File: src/rtl/fpu_round_pkg.sv
// fpu_round_pkg: shared widths, exponent helpers and pipeline stage structs for the rounding path
package fpu_round_pkg;
  localparam int NS_FR_W = 57;
  localparam int NS_ER_W = 13;
  localparam int NS_EN_W = 11;
  localparam int NS_LZ_W = $clog2(NS_FR_W);
  localparam int NS_SH_W = $clog2(NS_FR_W + 1);
  function automatic int bias(input int w);
    return 2 ** (w - 1) - 1;
  endfunction
  function automatic int alpha(input int w);
    return 3 * 2 ** (w - 2);
  endfunction
  function automatic int emin(input int w);
    return 1 - bias(w);
  endfunction
  function automatic int emax(input int w);
    return bias(w);
  endfunction
  typedef struct packed {
    logic [NS_FR_W-1:0] fr;
    logic [NS_ER_W-1:0] er;
    logic [NS_LZ_W-1:0] lz;
    logic               rs;
    logic               zero;
    logic               ovfen;
    logic               unfen;
  } ns_s1_t;
  typedef struct packed {
    logic [NS_FR_W-1:0] fr;
    logic [NS_SH_W-1:0] shamt;
    logic               dir;
    logic [NS_EN_W-1:0] en;
    logic               tiny;
    logic               ovf1;
  } ns_s2_t;
endpackage

File: src/rtl/normshift_pipe_if.sv
// normshift_pipe_if: operand/result valid-ready bundle of the normalisation shifter
//   master drives in_valid/fr/er/OVFen/UNFen/out_ready; slave drives in_ready/out_valid/fn/en/eni/TINY/OVF1
interface normshift_pipe_if #(
  parameter int FR_W = 57,
  parameter int ER_W = 13,
  parameter int EN_W = 11
);
  logic            in_valid, in_ready, OVFen, UNFen;
  logic [FR_W-1:0] fr;
  logic [ER_W-1:0] er;
  logic            out_valid, out_ready, TINY, OVF1;
  logic [FR_W-2:0] fn;
  logic [EN_W-1:0] en, eni;
  modport master (
    output in_valid, fr, er, OVFen, UNFen, out_ready,
    input  in_ready, out_valid, fn, en, eni, TINY, OVF1
  );
  modport slave (
    input  in_valid, fr, er, OVFen, UNFen, out_ready,
    output in_ready, out_valid, fn, en, eni, TINY, OVF1
  );
endinterface

File: src/rtl/lzc_tree.sv
// lzc_tree: combinational leading-zero counter; d in, cnt out (cnt=W when d is all zero)
module lzc_tree #(
  parameter int W  = 56,
  parameter int CW = $clog2(W + 1)
) (
  input  logic [W-1:0]  d,
  output logic [CW-1:0] cnt
);
  always_comb begin
    cnt = CW'(W);
    for (int i = 0; i < W; i++) if (d[i]) cnt = CW'(W - 1 - i);
  end
endmodule

File: src/rtl/normshift_pipe.sv
// normshift_pipe: 3-stage normaliser with denormal clamping and trap exponent wrapping
//   clk   : clock
//   rst_n : synchronous active-low reset
//   bus   : normshift_pipe_if.slave (fr/er/OVFen/UNFen in over in_valid/in_ready,
//           fn/en/eni/TINY/OVF1 out over out_valid/out_ready)
module normshift_pipe
  import fpu_round_pkg::*;
#(
  parameter int FR_W = NS_FR_W,
  parameter int ER_W = NS_ER_W,
  parameter int EN_W = NS_EN_W
) (
  input logic           clk,
  input logic           rst_n,
  normshift_pipe_if.slave bus
);
  localparam int XE_W = ER_W + 2;
  localparam logic signed [XE_W-1:0] EMIN_X  = XE_W'(emin(EN_W));
  localparam logic signed [XE_W-1:0] EMAX_X  = XE_W'(emax(EN_W));
  localparam logic signed [XE_W-1:0] ALPHA_X = XE_W'(alpha(EN_W));
  localparam logic signed [XE_W-1:0] BIAS_X  = XE_W'(bias(EN_W));
  localparam logic signed [XE_W-1:0] FR_X    = XE_W'(FR_W);
  localparam logic signed [XE_W-1:0] ONE_X   = XE_W'(1);
  logic                     adv, s1_v, s2_v, tiny, ovf1, den;
  logic [NS_LZ_W-1:0]       lz;
  ns_s1_t                   s1;
  ns_s2_t                   s2, s2_d;
  logic signed [XE_W-1:0]   er_x, lz_x, e1, e2, d;
  logic [2*FR_W-2:0]        rsh;
  logic [FR_W-2:0]          lsh, fn_d;
  // all stages move in lockstep; a stalled output freezes the whole pipe
  assign adv = !bus.out_valid || bus.out_ready;
  assign bus.in_ready = adv;
  lzc_tree #(.W(FR_W - 1), .CW(NS_LZ_W)) u_lzc (.d(bus.fr[FR_W-2:0]), .cnt(lz));
  always_comb begin
    er_x = {{2{s1.er[ER_W-1]}}, s1.er};
    lz_x = XE_W'(s1.lz);
    e1 = s1.rs ? er_x + ONE_X : er_x - lz_x;
    tiny = !s1.zero && e1 < EMIN_X;
    ovf1 = !s1.zero && e1 > EMAX_X;
    den = tiny && !s1.unfen;
    // denormal placement relative to the unshifted fr; negative means a left shift
    d = s1.rs ? EMIN_X - e1 + ONE_X : EMIN_X - e1 - lz_x;
    e2 = tiny ? e1 + ALPHA_X : (ovf1 && s1.ovfen) ? e1 - ALPHA_X : e1;
    s2_d.fr = s1.fr;
    s2_d.dir = den ? d > 0 : s1.rs;
    s2_d.shamt = !den ? (s1.rs ? NS_SH_W'(1) : NS_SH_W'(s1.lz))
               : d > FR_X ? NS_SH_W'(FR_W) : d > 0 ? NS_SH_W'(d) : NS_SH_W'(-d);
    s2_d.en = (s1.zero || den) ? '0 : (ovf1 && !s1.ovfen) ? '1 : EN_W'(e2 + BIAS_X);
    s2_d.tiny = tiny;
    s2_d.ovf1 = ovf1;
  end
  // right shift keeps shifted-out bits in the low half for the sticky OR
  always_comb begin
    rsh = (2*FR_W-1)'({s2.fr, {FR_W{1'b0}}} >> s2.shamt);
    lsh = s2.fr[FR_W-2:0] << s2.shamt;
    fn_d = s2.dir ? {rsh[2*FR_W-2:FR_W+1], rsh[FR_W] | (|rsh[FR_W-1:0])} : lsh;
  end
  always_ff @(posedge clk)
    if (adv) begin
      if (bus.in_valid) s1 <= '{fr: bus.fr, er: bus.er, lz: lz, rs: bus.fr[FR_W-1],
                                zero: bus.fr == '0, ovfen: bus.OVFen, unfen: bus.UNFen};
      if (s1_v) s2 <= s2_d;
    end
  always_ff @(posedge clk)
    if (!rst_n) begin
      s1_v <= 1'b0;
      s2_v <= 1'b0;
      bus.out_valid <= 1'b0;
      bus.fn <= '0;
      bus.en <= '0;
      bus.eni <= '0;
      bus.TINY <= 1'b0;
      bus.OVF1 <= 1'b0;
    end else if (adv) begin
      s1_v <= bus.in_valid;
      s2_v <= s1_v;
      bus.out_valid <= s2_v;
      if (s2_v) begin
        bus.fn <= fn_d;
        bus.en <= s2.en;
        bus.eni <= s2.en + 1'b1;
        bus.TINY <= s2.tiny;
        bus.OVF1 <= s2.ovf1;
      end
    end
endmodule

File: src/flat_wrapper.sv
// flat-port wrapper written by rule: the top's interface ports become plain ports
module normshift_pipe_flat import fpu_round_pkg::*;
#(
  parameter int FR_W = NS_FR_W,
  parameter int ER_W = NS_ER_W,
  parameter int EN_W = NS_EN_W
)
  (clk, rst_n, bus_in_valid, bus_fr, bus_er, bus_OVFen, bus_UNFen, bus_out_ready, bus_in_ready, bus_out_valid, bus_fn, bus_en, bus_eni, bus_TINY, bus_OVF1);
  normshift_pipe_if #(.FR_W(FR_W), .ER_W(ER_W), .EN_W(EN_W)) bus_i ();
  input logic clk;
  input logic rst_n;
  input wire logic [$bits(bus_i.in_valid)-1:0] bus_in_valid;
  input wire logic [$bits(bus_i.fr)-1:0] bus_fr;
  input wire logic [$bits(bus_i.er)-1:0] bus_er;
  input wire logic [$bits(bus_i.OVFen)-1:0] bus_OVFen;
  input wire logic [$bits(bus_i.UNFen)-1:0] bus_UNFen;
  input wire logic [$bits(bus_i.out_ready)-1:0] bus_out_ready;
  output wire logic [$bits(bus_i.in_ready)-1:0] bus_in_ready;
  output wire logic [$bits(bus_i.out_valid)-1:0] bus_out_valid;
  output wire logic [$bits(bus_i.fn)-1:0] bus_fn;
  output wire logic [$bits(bus_i.en)-1:0] bus_en;
  output wire logic [$bits(bus_i.eni)-1:0] bus_eni;
  output wire logic [$bits(bus_i.TINY)-1:0] bus_TINY;
  output wire logic [$bits(bus_i.OVF1)-1:0] bus_OVF1;
  assign bus_i.in_valid = bus_in_valid;
  assign bus_i.fr = bus_fr;
  assign bus_i.er = bus_er;
  assign bus_i.OVFen = bus_OVFen;
  assign bus_i.UNFen = bus_UNFen;
  assign bus_i.out_ready = bus_out_ready;
  assign bus_in_ready = bus_i.in_ready;
  assign bus_out_valid = bus_i.out_valid;
  assign bus_fn = bus_i.fn;
  assign bus_en = bus_i.en;
  assign bus_eni = bus_i.eni;
  assign bus_TINY = bus_i.TINY;
  assign bus_OVF1 = bus_i.OVF1;
  normshift_pipe #(.FR_W(FR_W), .ER_W(ER_W), .EN_W(EN_W)) u_core (.clk(clk), .rst_n(rst_n), .bus(bus_i));
endmodule
File: config.mk
export PLATFORM = sky130hd
export DESIGN_NAME = normshift_pipe_flat
export DESIGN_NICKNAME = d
export VERILOG_FILES = /design/src/rtl/fpu_round_pkg.sv /design/src/rtl/normshift_pipe_if.sv /design/src/rtl/lzc_tree.sv /design/src/rtl/normshift_pipe.sv /design/src/flat_wrapper.sv
export SDC_FILE = /design/constraint.sdc
export NUM_CORES = 1
export LEC_CHECK = 0
export ABC_AREA = 0
export BUFFER_PORTS_ARGS = -buffer_cell sky130_fd_sc_hd__buf_4
export CAP_MARGIN = 20
export CORE_MARGIN = 4
export CORE_UTILIZATION = 43
export DETAILED_ROUTE_END_ITERATION = 10
export GPL_TIMING_DRIVEN = 0
export SLEW_MARGIN = 5
export SYNTH_ARGS = -nofsm -noshare
export SYNTH_HDL_FRONTEND = slang
export SYNTH_SLANG_ARGS = --single-unit
File: constraint.sdc
create_clock -name clk -period 7.4 [get_ports clk]
set_clock_uncertainty 0.05 [all_clocks]
set_input_delay 1.48 -clock clk [delete_from_list [all_inputs] [get_ports clk]]
set_output_delay 1.48 -clock clk [all_outputs]
set_load 0.005 [all_outputs]
==> key figures, run 1 <==
Outcome
  – Status: completed

Min path
  – Hold Path Depth: 0
  – HP Start: u_core.s1[73]$_DFFE_PP_
  – HP Class: flop to flop

Timing
  – Hold slack: 0.362 ns
  – Slew Limit Headroom: 21.0%
  – Final WS setup: 0.477 ns
  – Slew Viols, Final: 0
  – Final setup TNS: 0 ns
  – Least-Margin Pin Slew: 1.19 ns
  – RSZ-0062 raised after global routing: no
  – Post-route minimum period: 6.92 ns
  – Fin crit share: 93.6%
  – Setup violators final: 0
  – Final hold violations: 0
  – Fmax: 0.144 GHz

Final layout
  – Fill cells: 3,823
  – NumNets Final: 2,210
  – Share of layout cells above drive strength 1: 17.8%
  – Area growth syn-to-layout: 16.0%

Routing
  – DRT iter0 DRCs: 1,929
  – DR vias: 16,800
  – Post-route ant nets: 0
  – Pre-Repair DR Iteration Count: 6
  – WL/cell: 27.8 um
  – DRC: 0
  – DRT Wirelength: 73,500 um
  – Vias per cell: 6.36

Floorplan
  – Die H: 211 um
  – Die ar.: 0.0445 mm2
  – Initial Util: 43.5%
  – I/O pins: 158
  – Cell row count: 74
  – Die Width: 211 um
  – Core outline area: 0.0407 mm2

Clocking
  – Clock sinks: 239
  – TritonCTS buffer count: 26
  – TritonCTS clock tree: done
  – Post-CTS Setup Repair Bufs: 0
  – Clock-pin slew on the worst setup and hold paths: 0.06 ns
  – # resized after CTS: 0
  – Hold_buf cts: 0
  – Clock root buffer: clkbuf_16
  – CTS max path bufs: 3
  – Clk_lat worst skew: 0.56 ns
  – CTS H-tree depth: 1

Setup path
  – Max incr delay on CP: 0.51 ns
  – CP cell instances: nor3_1 -> and3_1 -> ha_1 -> nor2b_1 -> ha_1 -> nor3_2 -> nor3_2 -> a211oi_1 -> xnor2_1 -> inv_2 -> a31o_1 -> a31oi_1 -> xnor2_1 -> ha_1 -> and2_1 -> o21bai_1 -> a311oi_1 -> o31ai_1 -> a221oi_1 -> nand3_1 -> or2_2 -> mux2_4 -> o31a_1
  – Setup crit start kind: flop
  – R2r startpoint: u_core.lz_x[3]$_SDFFCE_PP0P_
  – R2r worst-path depth: 23
  – Crit. Startpoint: u_core.lz_x[3]$_SDFFCE_PP0P_
  – Stages on worst setup path: 23
  – Buf/Inv on CP: 1
  – Endpoint class of the critical path: flop
  – CP max stage cell: a221oi_1
  – Worst EP required: 7.64 ns
  – CP Class: flop to flop
  – Crit-path max FO: 6
  – Most frequent CP cell: ha_1
  – Crit path DAT: 7.17 ns
  – CP delay by family, top: compound AO/OA/AOI/OAI gates

Power and ir drop
  – Sequential power share: 34.1%
  – P per Cell Area: 226 mW/mm2
  – Net Sw Frac: 36.9%
  – Peak VDD IR: 0.000179 V
  – Total Power Consumption: 4.64 mW
  – Comb power frac: 36.4%
  – Internal: 2.93 mW
  – Clk pwr share: 29.5%
  – Static leakage: 7.84 nW
  – NetSw: 1.71 mW

Global routing
  – First-pass GRT wire length: 107,000 um
  – Initial antenna violation count: 1
  – GRT overflow: 0
  – Number of global-route vias before repair: 15,800
  – Largest net degree at the start of global routing: 70
  – Total track usage: 32.0%

Logic synthesis
  – Post-synth top cells: nor2_1, a21oi_1, edfxtp_1, nand2_1, o21ai_0
  – Mapped Cells: 1,905
  – Asr flop ratio synth: 0%
  – Top post-synthesis cells by area: edfxtp_1, mux4_2, dfxtp_1
  – Synth warn: 0
  – Synth Net Count: 2,020
  – Predominant post-synthesis flop cell: edfxtp_1
  – Number of synthesized register bits: 239
  – Yosys top cell area share: 26.4%
  – Post-Syn Area: 0.0177 mm2
  – Syn_area_per_cell: 9.30 um2
  – EDFF count, synth: 156
  – Leading area contributor after synthesis: edfxtp_1
  – Register area share after synthesis: 35.8%
  – Most frequent cell after synthesis: nor2_1
  – Post-synthesis cell type count: 101

Place
  – GPL Wtd Cong: 1.00
  – Hpwl dp: 59,600 um
  – Setup WS pre-CTS: 0.579 ns
  – Number of I/O port buffers: 157

Flow run
  – Max cap viols: 0
-- layout by cell type (no fill, tap or decap), drive strengths merged, types with 9 or more instances in the layout --
| master | instances |
|---|---|
| xnor2 | 28 |
| mux4 | 95 |
| a211oi | 32 |
| o221ai | 12 |
| a31oi | 13 |
| clkinv | 13 |
| nand3 | 17 |
| nor4 | 20 |
| mux2 | 10 |
| o22ai | 17 |
| o211a | 10 |
| nand2b | 15 |
| buf | 201 |
| nor3 | 52 |
| and3 | 11 |
| inv | 50 |
| nand4 | 13 |
| o211ai | 14 |
| a22oi | 16 |
| nor2b | 17 |
| clkbuf | 110 |
| nand2 | 146 |
| nor2 | 329 |
| and2 | 13 |
| xor2 | 18 |
| mux2i | 110 |
| ha | 38 |
| edfxtp | 156 |
| or2 | 11 |
| o21ai | 128 |
| a21boi | 9 |
| dfxtp | 83 |
| a221oi | 15 |
| a21oi | 188 |
-- worst register-to-register path: cells and delay by family (launching register included) --
family	cells	cell delay [ns]
AOI/OAI and AO/OA	8	2.19
and+or+nand+nor	8	2.03
muxes	1	0.25
buffers and inverters	1	0.21
DFF	1	0.50
xor gates and xnor gates	2	0.49
adders and majority gates	3	0.94
-- layer usage --
| layer | wire [um] | global-route usage (%) | vias up |
|---|---|---|---|
| li1 | - | - | 7555 |
| met1 | 30700 | 44.7 | 8046 |
| met2 | 32100 | 48.6 | 1030 |
| met3 | 6070 | 5.02 | 212 |
| met4 | 4700 | 15.9 | 0 |
| met5 | 0 | 0 | - |
-- sequential cells by signal, indices dropped and copies added (netlist names), 6 cells and up --
signal / count
u_core.bus.eni: 11
u_core.s1: 60
u_core.lz_x: 6
u_core.bus.en: 11
u_core.bus.fn: 56
u_core.er_x: 13
u_core.s2: 77
-- final timing paths --
kind	endpoint	slack, ns
setup / recovery	u_core.s2[19]$_DFFE_PP_	0.48
hold / removal	u_core.s2[70]$_DFFE_PP_	0.36
setup reg to reg	u_core.s2[19]$_DFFE_PP_	0.48
hold reg to reg	u_core.s2[70]$_DFFE_PP_	0.36
-- kinds of logic after synthesis --
kind of cell | Yosys count | synth area share [%]
AOI/OAI and AO/OA | 526 | 19.1
xor gates and xnor gates | 46 | 2.40
adders and majority gates | 39 | 2.80
buffers and inverters | 168 | 3.80
DFF | 239 | 35.8
muxes | 215 | 18.9
and+or+nand+nor | 672 | 17.2
-- power groups by stage --
stage	Combinational, mW	Clock (mW)	Sequential (mW)
finish	1.69	1.37	1.58
global route	1.79	1.46	1.59
CTS	1.64	1.39	1.58
detailed placement	1.63	0	1.61
global placement	1.62	0	1.61
floorplan	1.07	0	1.58
-- final cells by class --
class	instances	area (um2)	share of cell area, %
multi-input combinational	1498	10700	52.1
sequential	239	6350	30.9
timing repair buffer	162	1250	6.09
clock buffer	31	711	3.46
tap	532	666	3.24
buffer	118	485	2.36
clock inverter	17	194	0.944
inverter	50	188	0.913
antenna	2	5.00	0.0244
-- per-stage QoR --
stage / utilization (%) / instance area [um2] / instances
2_1_floorplan: - / 17700 / 1905
3_5_place_dp: 48.2 / 19600 / 2598
5_1_grt: 50.4 / 20500 / 2647
4_1_cts: 50.4 / 20500 / 2646
6_report: 50.4 / 20500 / 2649
3_3_place_gp: 48.0 / 19600 / 2594
Note: power is estimated with default switching activity, not from simulation.
==> run 2: changes to the inputs <==
--- a/config.mk
+++ b/config.mk
@@ -9,7 +9,7 @@
 export BUFFER_PORTS_ARGS = -buffer_cell sky130_fd_sc_hd__buf_4
 export CAP_MARGIN = 20
 export CORE_MARGIN = 4
-export CORE_UTILIZATION = 43
+export CORE_UTILIZATION = 35
 export DETAILED_ROUTE_END_ITERATION = 10
 export GPL_TIMING_DRIVEN = 0
 export SLEW_MARGIN = 5
==> run 2 against run 1 <==
Wire length up 0.77%; combinational power about the same; global-route usage fell by 5.5 points; count of clock-buffer cells in the layout is the same; maximum frequency up 0.24%; clock power decreased by 4%; setup slack better by 0.016 ns; cell area is 0.64% higher; critical path type unchanged; critical endpoint unchanged.
==> key figures, run 2 (synthesis gave the netlist of run 1 again) <==
Timing
  – Fmax: 0.145 GHz (+0.24%)
  – Setup violators final: 0 (unchanged)
  – Final hold violations: 0 (unchanged)
  – RSZ-0062 raised after global routing: no
  – Fin crit share: 93.3% (-0.22 points)
  – Slew Viols, Final: 0 (unchanged)
  – Final setup TNS: 0 ns (unchanged)
  – Post-route minimum period: 6.91 ns (-0.0163 ns)
  – Least-Margin Pin Slew: 1.09 ns (-0.0940 ns)
  – Slew Limit Headroom: 26.7% (+5.7 points)

Power and ir drop
  – Clk pwr share: 28.8% (-0.7 points)
  – Net Sw Frac: 37.5% (+0.59 points)
  – P per Cell Area: 222 mW/mm2 (-1.8%)
  – NetSw: 1.72 mW (+0.43%)
  – Internal: 2.87 mW (-2.1%)
  – Comb power frac: 36.8% (+0.4 points)
  – Static leakage: 7.81 nW (-0.37%)
  – Peak VDD IR: 0.000143 V (-20%)
  – Total Power Consumption: 4.59 mW (-1.1%)
  – Sequential power share: 34.4% (+0.3 points)

Floorplan
  – I/O pins: 158 (unchanged)
  – Die ar.: 0.0543 mm2 (+22%)
  – Cell row count: 82 (+11%)
  – Initial Util: 35.4% (-8.1 points)
  – Core outline area: 0.0501 mm2 (+23%)
  – Die H: 233 um (+10%)
  – Die Width: 233 um (+10%)

Clocking
  – CTS max path bufs: 3 (unchanged)
  – Hold_buf cts: 0 (unchanged)
  – CTS H-tree depth: 1 (unchanged)
  – Clock-pin slew on the worst setup and hold paths: 0.07 ns (about the same)
  – TritonCTS buffer count: 26 (unchanged)
  – Post-CTS Setup Repair Bufs: 0 (unchanged)
  – Clock root buffer: clkbuf_16
  – # resized after CTS: 0 (unchanged)
  – Clock sinks: 239 (unchanged)
  – TritonCTS clock tree: done
  – Clk_lat worst skew: 0.57 ns (about the same)

Place
  – Number of I/O port buffers: 157 (unchanged)
  – GPL Wtd Cong: 1.03 (+2.6%)
  – Hpwl dp: 59,700 um (+0.19%)

Final layout
  – Top Registers: u_core.s2 x77, u_core.s1 x60, u_core.bus.fn x56
  – Fill cells: 5,086 (+33%)
  – NumNets Final: 2,209 (-0.045%)
  – Share of layout cells above drive strength 1: 17.9% (+0.11 points)
  – Area growth syn-to-layout: 16.7%
  – Largest Register: u_core.s2
  – Ant diodes: 0 (-2)
  – Commonest non-fill, non-tap cells in the layout: nor2_1, a21oi_1, buf_4
  – Commonest non-fill, non-tap cell in the layout: nor2_1
  – Number of flip-flops in the largest register: 77 (unchanged)

Routing
  – DRT iter0 DRCs: 1,883 (-2.4%)
  – WL/cell: 26.6 um (-4.2%)
  – DRT Wirelength: 74,100 um (+0.77%)
  – DR vias: 16,800 (-0.083%)
  – Post-route ant nets: 0 (unchanged)
  – DRC: 0 (unchanged)
  – Vias per cell: 6.04 (-5.0%)
  – Pre-Repair DR Iteration Count: 6 (unchanged)

Outcome
  – Status: completed

Setup path
  – CP Class: flop to flop
  – Worst EP required: 7.64 ns (about the same)
  – Worst R2R Setup Slack: 0.49 ns (+0.02 ns)
  – Setup crit start kind: flop
  – Endpoint class of the critical path: flop
  – Crit-path max FO: 7 (+1)
  – Crit path DAT: 7.15 ns (-0.02 ns)

Global routing
  – Largest net degree at the start of global routing: 70 (unchanged)
  – Total track usage: 26.5% (-5.5 points)
  – Number of global-route vias before repair: 16,000 (+1.5%)
  – Initial antenna violation count: 0 (-1)
  – First-pass GRT wire length: 108,000 um (+0.62%)
  – GRT overflow: 0 (unchanged)

Min path
  – HP Class: flop to flop

Flow run
  – Max cap viols: 0 (unchanged)
-- run 2: final timing paths --
path,startpoint,end,depth (start not counted)
worst max-delay path,u_core.s1[3]$_DFFE_PP_,u_core.s2[19]$_DFFE_PP_,21
worst min-delay path,u_core.s1[56]$_DFFE_PP_,u_core.s2[53]$_DFFE_PP_,0
worst max register to register,u_core.s1[3]$_DFFE_PP_,u_core.s2[19]$_DFFE_PP_,21
worst min register to register,u_core.s1[56]$_DFFE_PP_,u_core.s2[53]$_DFFE_PP_,0
-- run 2: worst max-delay path, stage by stage (launching register included) --
cell and delay, ns:
edfxtp_1 0.54, nor2_1 0.32, inv_1 0.11, ha_1 0.24, fa_1 0.51, a211oi_2 0.34, or4b_1 0.20, nand4_2 0.23
or2_4 0.33, nand3b_4 0.19, nor3_1 0.50, xnor2_1 0.19, ha_1 0.45, o21ai_0 0.12, o21bai_1 0.18, a21oi_1 0.13
a211o_1 0.28, a221oi_1 0.49, nand3_1 0.32, or2_2 0.36, mux2_4 0.25, o31a_1 0.30
-- run 2: metal layers --
| metal | share of wire (%) | global-route usage [%] | wire length [um] |
|---|---|---|---|
| met1 | 43 | 36.9 | 31900 |
| met2 | 44 | 40.9 | 32700 |
| met3 | 8.3 | 4.59 | 6180 |
| met4 | 4.6 | 10.4 | 3390 |
| met5 | 0 | 0 | 0 |
-- run 2: metrics by stage --
stage                     utilization [%]  hold WS [ns]  setup WS [ns]  cells  instance area [um2]
after floorplan                         -         0.350           1.67   1905                17700
after global placement               39.4         0.352          0.689   2734                19700
after detailed placement             39.6         0.355          0.619   2738                19800
after CTS                            41.3         0.363          0.566   2785                20700
after global routing                 41.3         0.365        0.00438   2785                20700
final                                41.3         0.361          0.493   2785                20700
-- run 2: power by group through the flow --
stage          logic, mW  clock network, mW  registers (mW)
6_report            1.69               1.32            1.58
5_1_grt             1.78               1.41            1.59
4_1_cts             1.64               1.35            1.58
3_5_place_dp        1.63                  0            1.61
3_3_place_gp        1.62                  0            1.61
2_1_floorplan       1.07                  0            1.58
-- run 2: area by class of cell --
class	count	area, um2	area share [%]
tap	672	841	4.07
sequential	239	6350	30.7
timing repair buffer	161	1250	6.04
clock buffer	31	721	3.48
buffer	118	485	2.35
clock inverter	16	148	0.714
inverter	50	188	0.907
multi-input combinational	1498	10700	51.8
==> run 3: changes to the inputs <==
--- a/config.mk
+++ b/config.mk
@@ -9,9 +9,10 @@
 export BUFFER_PORTS_ARGS = -buffer_cell sky130_fd_sc_hd__buf_4
 export CAP_MARGIN = 20
 export CORE_MARGIN = 4
-export CORE_UTILIZATION = 35
+export CORE_UTILIZATION = 55
 export DETAILED_ROUTE_END_ITERATION = 10
 export GPL_TIMING_DRIVEN = 0
+export PLACE_DENSITY = 0.73
 export SLEW_MARGIN = 5
 export SYNTH_ARGS = -nofsm -noshare
 export SYNTH_HDL_FRONTEND = slang
==> constraint.sdc (replaced) <==
create_clock -name clk -period 7.4 [get_ports clk]
set_clock_uncertainty 0.05 [all_clocks]
set_input_delay 1.48 -clock clk [delete_from_list [all_inputs] [get_ports clk]]
set_output_delay 1.48 -clock clk [all_outputs]
set_load 0.01 [all_outputs]
==> run 3 against run 2 <==
Clock power is 11% lower; sequential share of layout area increased by 0.70 points; critical path depth grew 2; sequential power is essentially flat; count of clock-buffer cells in the layout down 1; critical endpoint unchanged.
==> key figures, run 3 (synthesis gave the netlist of run 1 again) <==
Final layout
  – Commonest non-fill, non-tap cell in the layout: nor2_1
  – Ant diodes: 0 (unchanged)
  – Top Registers: u_core.s2 x77, u_core.s1 x60, u_core.bus.fn x56
  – Post-route insts no fill: 2,510 (-9.9%)
  – Finished Core Util: 63.9% (+23 points)
  – Largest Register: u_core.s2
  – Area occupied by multi-input gates: 0.0107 mm2 (unchanged)
  – Storage cell area: 0.00635 mm2 (unchanged)
  – Number of flip-flops in the largest register: 77 (unchanged)
  – Commonest non-fill, non-tap cells in the layout: nor2_1, a21oi_1, buf_4
  – Area growth syn-to-layout: 14.1%
  – Fill cells: 2,588 (-49%)
  – Final Instance Area: 0.0202 mm2 (-2.2%)
  – Share of layout cells above drive strength 1: 17.4% (-0.53 points)
  – NumNets Final: 2,207 (-0.091%)

Place
  – Setup WS pre-CTS: 0.747 ns (+0.128 ns)
  – GPL Wtd Cong: 1.07 (+4.0%)
  – Placed Area: 0.0195 mm2 (-1.8%)
  – Number of I/O port buffers: 157 (unchanged)
  – Hpwl dp: 56,500 um (-5.4%)
  – Dpl cells: 2,466 (-9.9%)

Setup path
  – Critical Path End: u_core.s2[19]$_DFFE_PP_
  – Setup crit start kind: flop
  – CP Class: flop to flop
  – Crit. Startpoint: u_core.lz_x[4]$_SDFFCE_PP0P_
  – Worst EP required: 7.63 ns (about the same)
  – R2r startpoint: u_core.lz_x[4]$_SDFFCE_PP0P_
  – Worst R2R Setup Slack: 0.42 ns (-0.07 ns)
  – R2r worst-path depth: 23 (+9.5%)
  – Endpoint class of the critical path: flop
  – Crit-path max FO: 6 (-1)
  – Crit path DAT: 7.21 ns (+0.06 ns)
  – RR Endpoint: u_core.s2[19]$_DFFE_PP_

Routing
  – DRT Wirelength: 71,800 um (-3.1%)
  – DR vias: 17,700 (+5.2%)
  – DRT iter0 DRCs: 2,551 (+35%)
  – DRC: 0 (unchanged)
  – Pre-Repair DR Iteration Count: 8 (+2)
  – WL/cell: 28.6 um (+7.6%)
  – Post-route ant nets: 0 (unchanged)
  – Vias per cell: 7.06 (+17%)

Global routing
  – Total track usage: 39.4% (+13 points)
  – GRT overflow: 0 (unchanged)
  – M1 GR Usage: 52.5% (+16 points)
  – Number of global-route vias before repair: 16,600 (+3.7%)
  – Initial antenna violation count: 0 (unchanged)
  – First-pass GRT wire length: 106,000 um (-1.6%)
  – Met3 Use GR: 7.07% (+2.5 points)
  – Gr busiest metal: met2
  – Largest net degree at the start of global routing: 74 (+5.7%)
  – Met2 usage: 62.0% (+21 points)

Timing
  – RSZ-0062 raised after global routing: no
  – Setup violators final: 0 (unchanged)
  – Fin crit share: 94.3% (+1.0 points)
  – Slew Viols, Final: 0 (unchanged)
  – Final WS setup: 0.419 ns (-0.0740 ns)
  – Final setup TNS: 0 ns (unchanged)
  – Post-route minimum period: 6.98 ns (+0.0740 ns)
  – Fmax: 0.143 GHz (-1.1%)
  – Final hold violations: 0 (unchanged)
  – Least-Margin Pin Slew: 1.18 ns (+0.0916 ns)
  – Slew Limit Headroom: 20.3% (-6.4 points)
  – Hold slack: 0.368 ns (+0.00715 ns)

Power and ir drop
  – Total Power Consumption: 4.46 mW (-2.8%)
  – P per Cell Area: 221 mW/mm2 (-0.56%)
  – Peak VDD IR: 0.000217 V (+52%)
  – Static leakage: 7.75 nW (-0.77%)

Min path
  – HP Class: flop to flop

Floorplan
  – Initial Util: 56.0% (+21 points)
  – Die H: 187 um (-20%)
  – Core outline area: 0.0316 mm2 (-37%)
  – Cell row count: 65 (-21%)
  – I/O pins: 158 (unchanged)
  – Die ar.: 0.0352 mm2 (-35%)
  – Die Width: 187 um (-20%)

Clocking
  – TritonCTS buffer count: 24 (-7.7%)
  – Clk_lat worst skew: 0.53 ns (-0.04 ns)
  – Clock-pin slew on the worst setup and hold paths: 0.06 ns (about the same)
  – Clock root buffer: clkbuf_16
  – # resized after CTS: 0 (unchanged)
  – CTS H-tree depth: 1 (unchanged)
  – CTS max path bufs: 3 (unchanged)
  – Post-CTS Setup Repair Bufs: 0 (unchanged)
  – TritonCTS clock tree: done
  – Hold_buf cts: 0 (unchanged)
  – Clock sinks: 239 (unchanged)

Flow run
  – Max cap viols: 0 (unchanged)

Outcome
  – Status: completed
-- run 3: cell count changes in the layout (fill, tap and decap cells not counted), moves of 2 or more --
cell and change:
clkinvlp_4 -3, clkinv_1 +2, buf_4 -2, clkbuf_1 +5, clkbuf_16 -3, clkinv_2 -2, clkbuf_8 -3
-- run 3: critical path, stage by stage (launching register included) --
cell      delay, ns
edfxtp_1       0.47
nor3_1         0.31
and3_1         0.26
ha_1           0.25
nor2b_1        0.19
ha_1           0.41
nor3_2         0.30
nor3_2         0.12
a211oi_1       0.37
xnor2_1        0.36
inv_2          0.20
a31o_1         0.28
a31oi_1        0.20
xnor2_1        0.11
ha_1           0.33
and2_1         0.18
o21bai_1       0.10
a311oi_1       0.26
o31ai_1        0.12
a221oi_1       0.59
nand3_1        0.37
or2_2          0.37
mux2_4         0.25
o31a_1         0.28
-- run 3: cell type report --
type | instances | area share [%]
Buffer | 118 | 2.40
Clock buffer | 30 | 3.08
Clock inverter | 12 | 0.613
Inverter | 50 | 0.928
Multi-Input combinational cell | 1498 | 52.9
Sequential cell | 239 | 31.4
Tap cell | 402 | 2.49
Timing Repair Buffer | 161 | 6.15
-- run 3: worst min path at each step --
stage,startpoint,to,depth (start not counted)
global placement,u_core.s1[50]$_DFFE_PP_,u_core.s2[47]$_DFFE_PP_,0
CTS,u_core.s1[77]$_DFFE_PP_,u_core.s2[74]$_DFFE_PP_,0
global route,u_core.s1[65]$_DFFE_PP_,u_core.s2[62]$_DFFE_PP_,0
finish,u_core.s1[65]$_DFFE_PP_,u_core.s2[62]$_DFFE_PP_,0
detailed placement,u_core.s1[25]$_DFFE_PP_,u_core.s2[22]$_DFFE_PP_,0
floorplan,u_core.s1[23]$_DFFE_PP_,u_core.s2[20]$_DFFE_PP_,0
-- run 3: per-layer routing --
metal | share of wire [%] | vias up
met5 | 0 | -
met4 | 7.1 | 0
met3 | 11 | 321
met2 | 44 | 1528
met1 | 37 | 8314
li1 | - | 7546
-- run 3: where the power goes --
| group | leakage [nW] | total, mW | internal (mW) | switching, mW |
|---|---|---|---|---|
| registers | 2.17 | 1.58 | 1.51 | 0.0720 |
| clock network | 0.364 | 1.17 | 0.667 | 0.500 |
| logic | 5.22 | 1.71 | 0.591 | 1.12 |
| total | 7.75 | 4.46 | 2.77 | 1.69 |
